**src/rtl/estagio_busca.sv**
```systemverilog
// rtl/estagio_busca.sv - MIPS instruction-fetch stage with IF/ID pipeline register
//
// Purpose: owns the PC, addresses the instruction ROM, registers the IF/ID
// boundary and handles stall, branch/jump redirect and permanent halt.
// Optional feature macro: BUSCA_CONTADOR_EN (adds the contador_busca fetch counter).
//
// Ports:
//   clk            rising-edge clock
//   rst_n          synchronous reset, active low
//   pc             byte address to instruction memory (the PC register)
//   instruction    ROM word for pc, same cycle
//   stall          hold PC and IF/ID
//   redirect       taken branch/jump resolved in ID
//   redirect_pc    redirect target (low two bits ignored)
//   halt           stop fetching until reset
//   instrucao_id   IF/ID instruction
//   pc_mais4_id    IF/ID PC+4
//   valido_id      IF/ID entry holds a real instruction
//   parado         high while halted
//   contador_busca count of valid IF/ID writes (BUSCA_CONTADOR_EN only)

module estagio_busca #(
  parameter int                    DATA_WIDTH = 32,
  parameter logic [DATA_WIDTH-1:0] RESET_PC   = '0,
  parameter logic [DATA_WIDTH-1:0] NOP        = '0
) (
  input  logic                  clk,
  input  logic                  rst_n,
  output logic [DATA_WIDTH-1:0] pc,
  input  logic [DATA_WIDTH-1:0] instruction,
  input  logic                  stall,
  input  logic                  redirect,
  input  logic [DATA_WIDTH-1:0] redirect_pc,
  input  logic                  halt,
  output logic [DATA_WIDTH-1:0] instrucao_id,
  output logic [DATA_WIDTH-1:0] pc_mais4_id,
  output logic                  valido_id,
  output logic                  parado
`ifdef BUSCA_CONTADOR_EN
  ,
  output logic [31:0]           contador_busca
`endif
);

  typedef enum logic [1:0] {
    INICIO = 2'd0,
    RUN    = 2'd1,
    PARADO = 2'd2
  } estado_t;

  estado_t               estado;
  logic [DATA_WIDTH-1:0] pc_mais4;
  logic [DATA_WIDTH-1:0] alvo_alinhado;
  logic                  avanca;
  logic                  unused_alvo_lsbs;

  // Modulo-2^N add: the top word address wraps to zero.
  assign pc_mais4         = pc + DATA_WIDTH'(4);
  assign alvo_alinhado    = {redirect_pc[DATA_WIDTH-1:2], 2'b00};
  assign unused_alvo_lsbs = ^redirect_pc[1:0];

  // A real instruction enters IF/ID only on an unobstructed RUN edge.
  assign avanca = (estado == RUN) && !halt && !redirect && !stall;

  always_ff @(posedge clk) begin
    if (!rst_n) begin
      estado       <= INICIO;
      pc           <= RESET_PC;
      instrucao_id <= NOP;
      pc_mais4_id  <= '0;
      valido_id    <= 1'b0;
      parado       <= 1'b0;
    end else begin
      case (estado)
        INICIO: begin
          // Boot bubble: PC and IF/ID keep their reset values.
          if (halt) begin
            estado <= PARADO;
            parado <= 1'b1;
          end else begin
            estado <= RUN;
          end
        end
        RUN: begin
          if (halt) begin
            estado       <= PARADO;
            parado       <= 1'b1;
            instrucao_id <= NOP;
            valido_id    <= 1'b0;
          end else if (redirect) begin
            // Flush the wrong-path fetch; wins over stall.
            pc           <= alvo_alinhado;
            instrucao_id <= NOP;
            pc_mais4_id  <= '0;
            valido_id    <= 1'b0;
          end else if (!stall) begin
            pc           <= pc_mais4;
            instrucao_id <= instruction;
            pc_mais4_id  <= pc_mais4;
            valido_id    <= 1'b1;
          end
        end
        PARADO: begin
          // Frozen until reset; all control inputs ignored.
          parado    <= 1'b1;
          valido_id <= 1'b0;
        end
        default: begin
          estado <= INICIO;
        end
      endcase
    end
  end

`ifdef BUSCA_CONTADOR_EN
  always_ff @(posedge clk) begin
    if (!rst_n) begin
      contador_busca <= '0;
    end else if (avanca) begin
      contador_busca <= contador_busca + 32'd1;
    end
  end
`else
  logic unused_avanca;
  assign unused_avanca = avanca;
`endif

endmodule

```
**config.mk**
```make
export PLATFORM = sky130hd
export DESIGN_NAME = estagio_busca
export DESIGN_NICKNAME = d
export VERILOG_FILES = /design/src/rtl/estagio_busca.sv
export SDC_FILE = /design/constraint.sdc
export NUM_CORES = 1
export LEC_CHECK = 0
export ABC_AREA = 1
export CAP_MARGIN = 20
export CORE_MARGIN = 5
export CORE_UTILIZATION = 39
export DETAILED_ROUTE_END_ITERATION = 10
export PLACE_DENSITY = 0.81
export SLEW_MARGIN = 20
export SYNTH_ARGS = -nofsm -noshare
export SYNTH_HDL_FRONTEND = slang
export SYNTH_SLANG_ARGS = --single-unit
export TNS_END_PERCENT = 100
```
**constraint.sdc**
```tcl
create_clock -name clk -period 1.93 [get_ports clk]
set_input_delay 0.386 -clock clk [delete_from_list [all_inputs] [get_ports clk]]
set_output_delay 0.386 -clock clk [all_outputs]
set_load 0.02 [all_outputs]
```
Word level (Yosys, flattened, before mapping)

Index checks and enable logic that the tools add are counted.

$add $sub $neg: 1
Equality and inequality tests: 7
Multiplexer cells: 15
Bitwise operators: 2
Reductions and logical operators: 9

Operators with widths:

| kind                                                   | count |
|---|---|
| two-way mux 32 bit                                     | 6 |
| adder 32 x 3 -> 32 bit (second input constant)         | 1 |
| AND reduction 2 bit                                    | 4 |
| case mux 2 bit (3 select lines)                        | 1 |
| two-way mux 1 bit                                      | 4 |
| two-way mux 2 bit                                      | 2 |
| inequality test 2 x 1 -> 1 bit (second input constant) | 2 |
| inequality test 4 bit (second input constant)          | 1 |
| case mux 1 bit (2 select lines)                        | 2 |
| nonzero test 2 bit                                     | 2 |
| inequality test 3 x 1 -> 1 bit (second input constant) | 1 |
| AND reduction 3 bit                                    | 1 |
| equality test 2 x 1 -> 1 bit (second input constant)   | 1 |
| equality test 2 bit (second input constant)            | 1 |
| logical NOT 2 bit                                      | 1 |
| inequality test 2 bit (second input constant)          | 1 |
| inverter 1 bit                                         | 2 |
| OR reduction 2 bit                                     | 1 |

Bits in registers: 100
Bits of input ports: 69
Output and inout port bits: 98
Logic and storage cells: 40

Depth between registers and ports, before layout

Gate-level depths: netlist (run 1).

Depth in word-level cells: 4
Mapped depth: 11
Mapped depth without buffers: 10

Worst setup path after synthesis (run 1)

OpenSTA, ideal clock, no wires.

Path type: reg-to-reg
Start point: reg pc[3]
End point: reg pc[22]
Setup time: 0.132 ns
Data arrival time: 1.414 ns
Required time: 1.798 ns
Path slack: 0.384 ns
Stages on the path, launching flop included: 9
Buffers on the path: 0
Period minus slack after synthesis: 1.546 ns
Path through: dfxtp_1 > ha_1 > nand2_1 > nor2_1 > nand2_2 > nor2_2 > nand3_1 > nand3_1 > a21oi_1

Cells in the longest elaborated chain, start to end: 3

Ends and longest elaborated chain:

| element                | line | RTL |
|---|---|---|
| from (decl)            | 29   | `output logic [DATA_WIDTH-1:0] pc,` |
| from (signal assigned) | 92   | `pc <= alvo_alinhado;` |
| from (signal assigned) | 97   | `pc <= pc_mais4;` |
| adder 32 x 3 -> 32 bit | 58   | `assign pc_mais4 = pc + DATA_WIDTH'(4);` |
| two-way mux 32 bit     | 96   | `end else if (!stall) begin` |
| two-way mux 32 bit     | 90   | `end else if (redirect) begin` |

No other way between the ends. The select of a mux whose other input is x is not followed.
A chain may end at the register's enable or synchronous reset.

Worst setup path after layout (run 1)

Start point: reg pc[7]
End point: out pc[7]

No word-level cell between the ends.

==> results of run 1 <==
==> kinds of logic (layout without fill, tap and decap cells) <==
family	count (synthesis)	count (layout)	share of synthesized area, %
AO/OA/AOI/OAI	144	144	17.20
AND/OR/NAND/NOR	304	305	29.13
buffers and inverters	92	256	9.099
XOR/XNOR	1	1	0.1948
flip-flops	97	97	43.18
other	1	2	0.08339
adder cells (fa/ha/maj)	4	4	1.113
==> synth_stat cells <==
cell / number / area share [%]
nand2_1: 150 / 13
dfxtp_1: 97 / 43
a21oi_1: 93 / 10
nand3_1: 71 / 7.9
nor2_1: 64 / 5.3
inv_1: 50 / 4.2
o21ai_0: 22 / 2.4
a31oi_1: 20 / 2.8
clkbuf_1: 19 / 1.6
buf_2: 10 / 1.1
buf_4: 5 / 0.83
o211ai_1: 5 / 0.83
buf_6: 4 / 1.0
ha_1: 4 / 1.1
nand2_2: 4 / 0.56
nand3_2: 4 / 0.89
nor2_2: 4 / 0.56
inv_2: 3 / 0.25
and2_1: 2 / 0.28
nor3_1: 2 / 0.22
a211oi_1: 1 / 0.17
a221oi_1: 1 / 0.19
conb_1: 1 / 0.083
inv_4: 1 / 0.14
nand3b_1: 1 / 0.17
nor2_4: 1 / 0.25
nor2_8: 1 / 0.45
o211a_1: 1 / 0.22
o221ai_1: 1 / 0.19
xnor2_1: 1 / 0.19
==> worst paths after layout <==
path	startpoint	end	slack, ps	cells after the start
setup / recovery	pc[7]	pc[7]	90	1
hold / removal	pc_mais4_id[1]	pc_mais4_id[1]	450	2
setup reg to reg	estado[1]	pc[31]	120	9
hold reg to reg	pc_mais4_id[1]	pc_mais4_id[1]	450	2
==> registers in the layout, indices dropped and copies added (netlist names) <==
name / cells
parado: 1
instrucao_id: 32
valido_id: 1
pc_mais4_id: 31
pc: 30
estado: 2
==> what timing repair did <==
| action | 4_1_cts | 5_1_grt |
|---|---|---|
| hold buffers | 0 | 0 |
| gates resized for setup | 0 | 3 |
| setup endpoints to repair | 0 | 16 |
==> through the flow <==
stage	setup WS (ps)	setup TNS (ps)	util, %
2_1_floorplan	383.5	0	-
3_5_place_dp	-47.07	-683.1	56.00
4_1_cts	80.50	0	59.04
5_1_grt	5.123	0	59.25
3_3_place_gp	-26.41	-50.62	56.00
6_report	88.20	0	59.25
==> cell type report <==
cell class	instances	area (um^2)	area share, %
multi-input cells	456	2176	32.30
repair buffers	186	1889	28.05
inverters	54	205.2	3.046
flip-flops and latches	97	1942	28.83
clock buffers	11	242.7	3.603
well taps	143	178.9	2.656
clock inverters	5	102.6	1.523
==> power by group through the flow <==
stage | registers [mW] | clock network (mW) | logic, mW
CTS | 2.13 | 2.11 | 0.833
floorplan | 2.25 | 0 | 0.336
detailed placement | 2.18 | 0 | 0.828
global placement | 2.18 | 0 | 0.820
global route | 2.14 | 2.20 | 0.905
finish | 2.13 | 2.07 | 0.831
==> metal layers <==
metal  vias up  track usage (%)
li1       2438                -
met1      2178            23.06
met2       185            31.33
met3        29            7.700
met4         0            7.469
met5         -                0
==> impl_metrics.tcl, run 1 <==
set metrics [dict create \
    placed_cells 935 \
    outcome "complete, no violations" \
    grt.overflow.total 0 \
    combinationalPowerShare_pct 16.5 \
    cts_setup_buffers 0 \
    required_ps 1540 \
    io_pins 167 \
    path_cells "clkdlybuf4s50_1" \
    cts_tree "yes" \
    grt_pass1_wl_mm 22.31 \
    clock_sinks 97 \
    synth_warnings 0 \
    wl_met3_mm 1.370 \
    via_count 4830 \
    crit_path_max_fanout 7 \
    setup_viol_count_final 0 \
    drt_iter0_drc 280 \
    crit_arrival_ps 1460 \
    final_common_cell "clkdlybuf4s50_1" \
    timing.final.crit_share_pct 95.43 \
    syn_inst 643 \
    slew_violations 0 \
    p_total_mw 5.037 \
    cts.root.buffer_cell "clkbuf_16" \
    power_density_mw_per_mm2 747.7 \
    clock_latency_ps 350 \
    die_w_um 117.4 \
    clock_skew_ps 7.447 \
    wl_mm 13.76 \
    design.die.area_mm2 0.01378 \
    whs_ps 447.7 \
    cap_violations 0 \
    min_period_ps 1842 \
    io_buffers 162 \
    gp_congestion 0.8998 \
    rsz0062_at_grt "false" \
    path_clk_slew_ps 70 \
    critPathTopFamily "buffers and inverters" \
    p_sw_mw 1.266 \
    antenna_found_initial 0 \
    nets 877 \
    grt_use_total_pct 19.39 \
    critPathCaptureType "output pin" \
    swShare_pct 25.12 \
    dr_wl_met2_mm 6.367 \
    dieHeight_um 117.4 \
    worst-path-buf-inv 1 \
    crit_type "reg -> out" \
    final_cell_mix "clkdlybuf4s50_1, nand2_1, dfxtp_1" \
    fmaxAchievable_mhz 542.9 \
    coreArea_mm2 0.01137 \
    hpwl_mm 10.18 \
    synth_area_per_cell_um2 6.993 \
    cp_slowest_cell "clkdlybuf4s50_1" \
    grt_start_max_net_pins 40 \
    p_leak_nw 2.402 \
    nFillCells 1026 \
    grt_pass1_vias 4591 \
    final_layout_size_suffix_gt1_share_pct 7.540 \
    seqPwrFrac_pct 42.4 \
    slowest_delay_ps 660 \
    fp-row-count 39 \
    syn_area_mm2 0.004497 \
    syn_to_final_growth_pct 49.81 \
    cp-start-kind "flop" \
    ys_types 30 \
    ys_seq_elements 97 \
    ys_seq_area_share_pct 43.18 \
    drc_errors 0 \
    wl_met1_mm 5.637 \
    hold_violations 0 \
    wire_per_inst_um 14.45 \
    htreeDepth 3 \
    p_int_mw 3.772 \
    drt_pass1_iterations 6 \
    peakVddDrop_mv 0.5730 \
    diodes 0 \
    hold_path_class "reg -> reg" \
    detail-route-antenna-nets 0 \
    top_layer_used "met4" \
    placed_area_mm2 0.006367 \
    cts_inserted_buffers 9 \
    design_area_mm2 0.006736 \
    clockPowerShare_pct 41.1 \
    start_util_pct 39.55 \
    clockBufferDepth 2 \
    drt-vias-per-instance 5.074 \
    stdcell_count 952 \
]
Note: power is estimated with default switching activity, not from simulation.
==> run 2, diff against run 1 <==
--- a/config.mk
+++ b/config.mk
@@ -9,6 +9,7 @@
 export CAP_MARGIN = 20
 export CORE_MARGIN = 5
 export CORE_UTILIZATION = 39
+export CTS_CLUSTER_SIZE = 8
 export DETAILED_ROUTE_END_ITERATION = 10
 export PLACE_DENSITY = 0.81
 export SLEW_MARGIN = 20
==> results of run 2 <==
The final DEF is identical to that of run 1; final timing and power are the same.
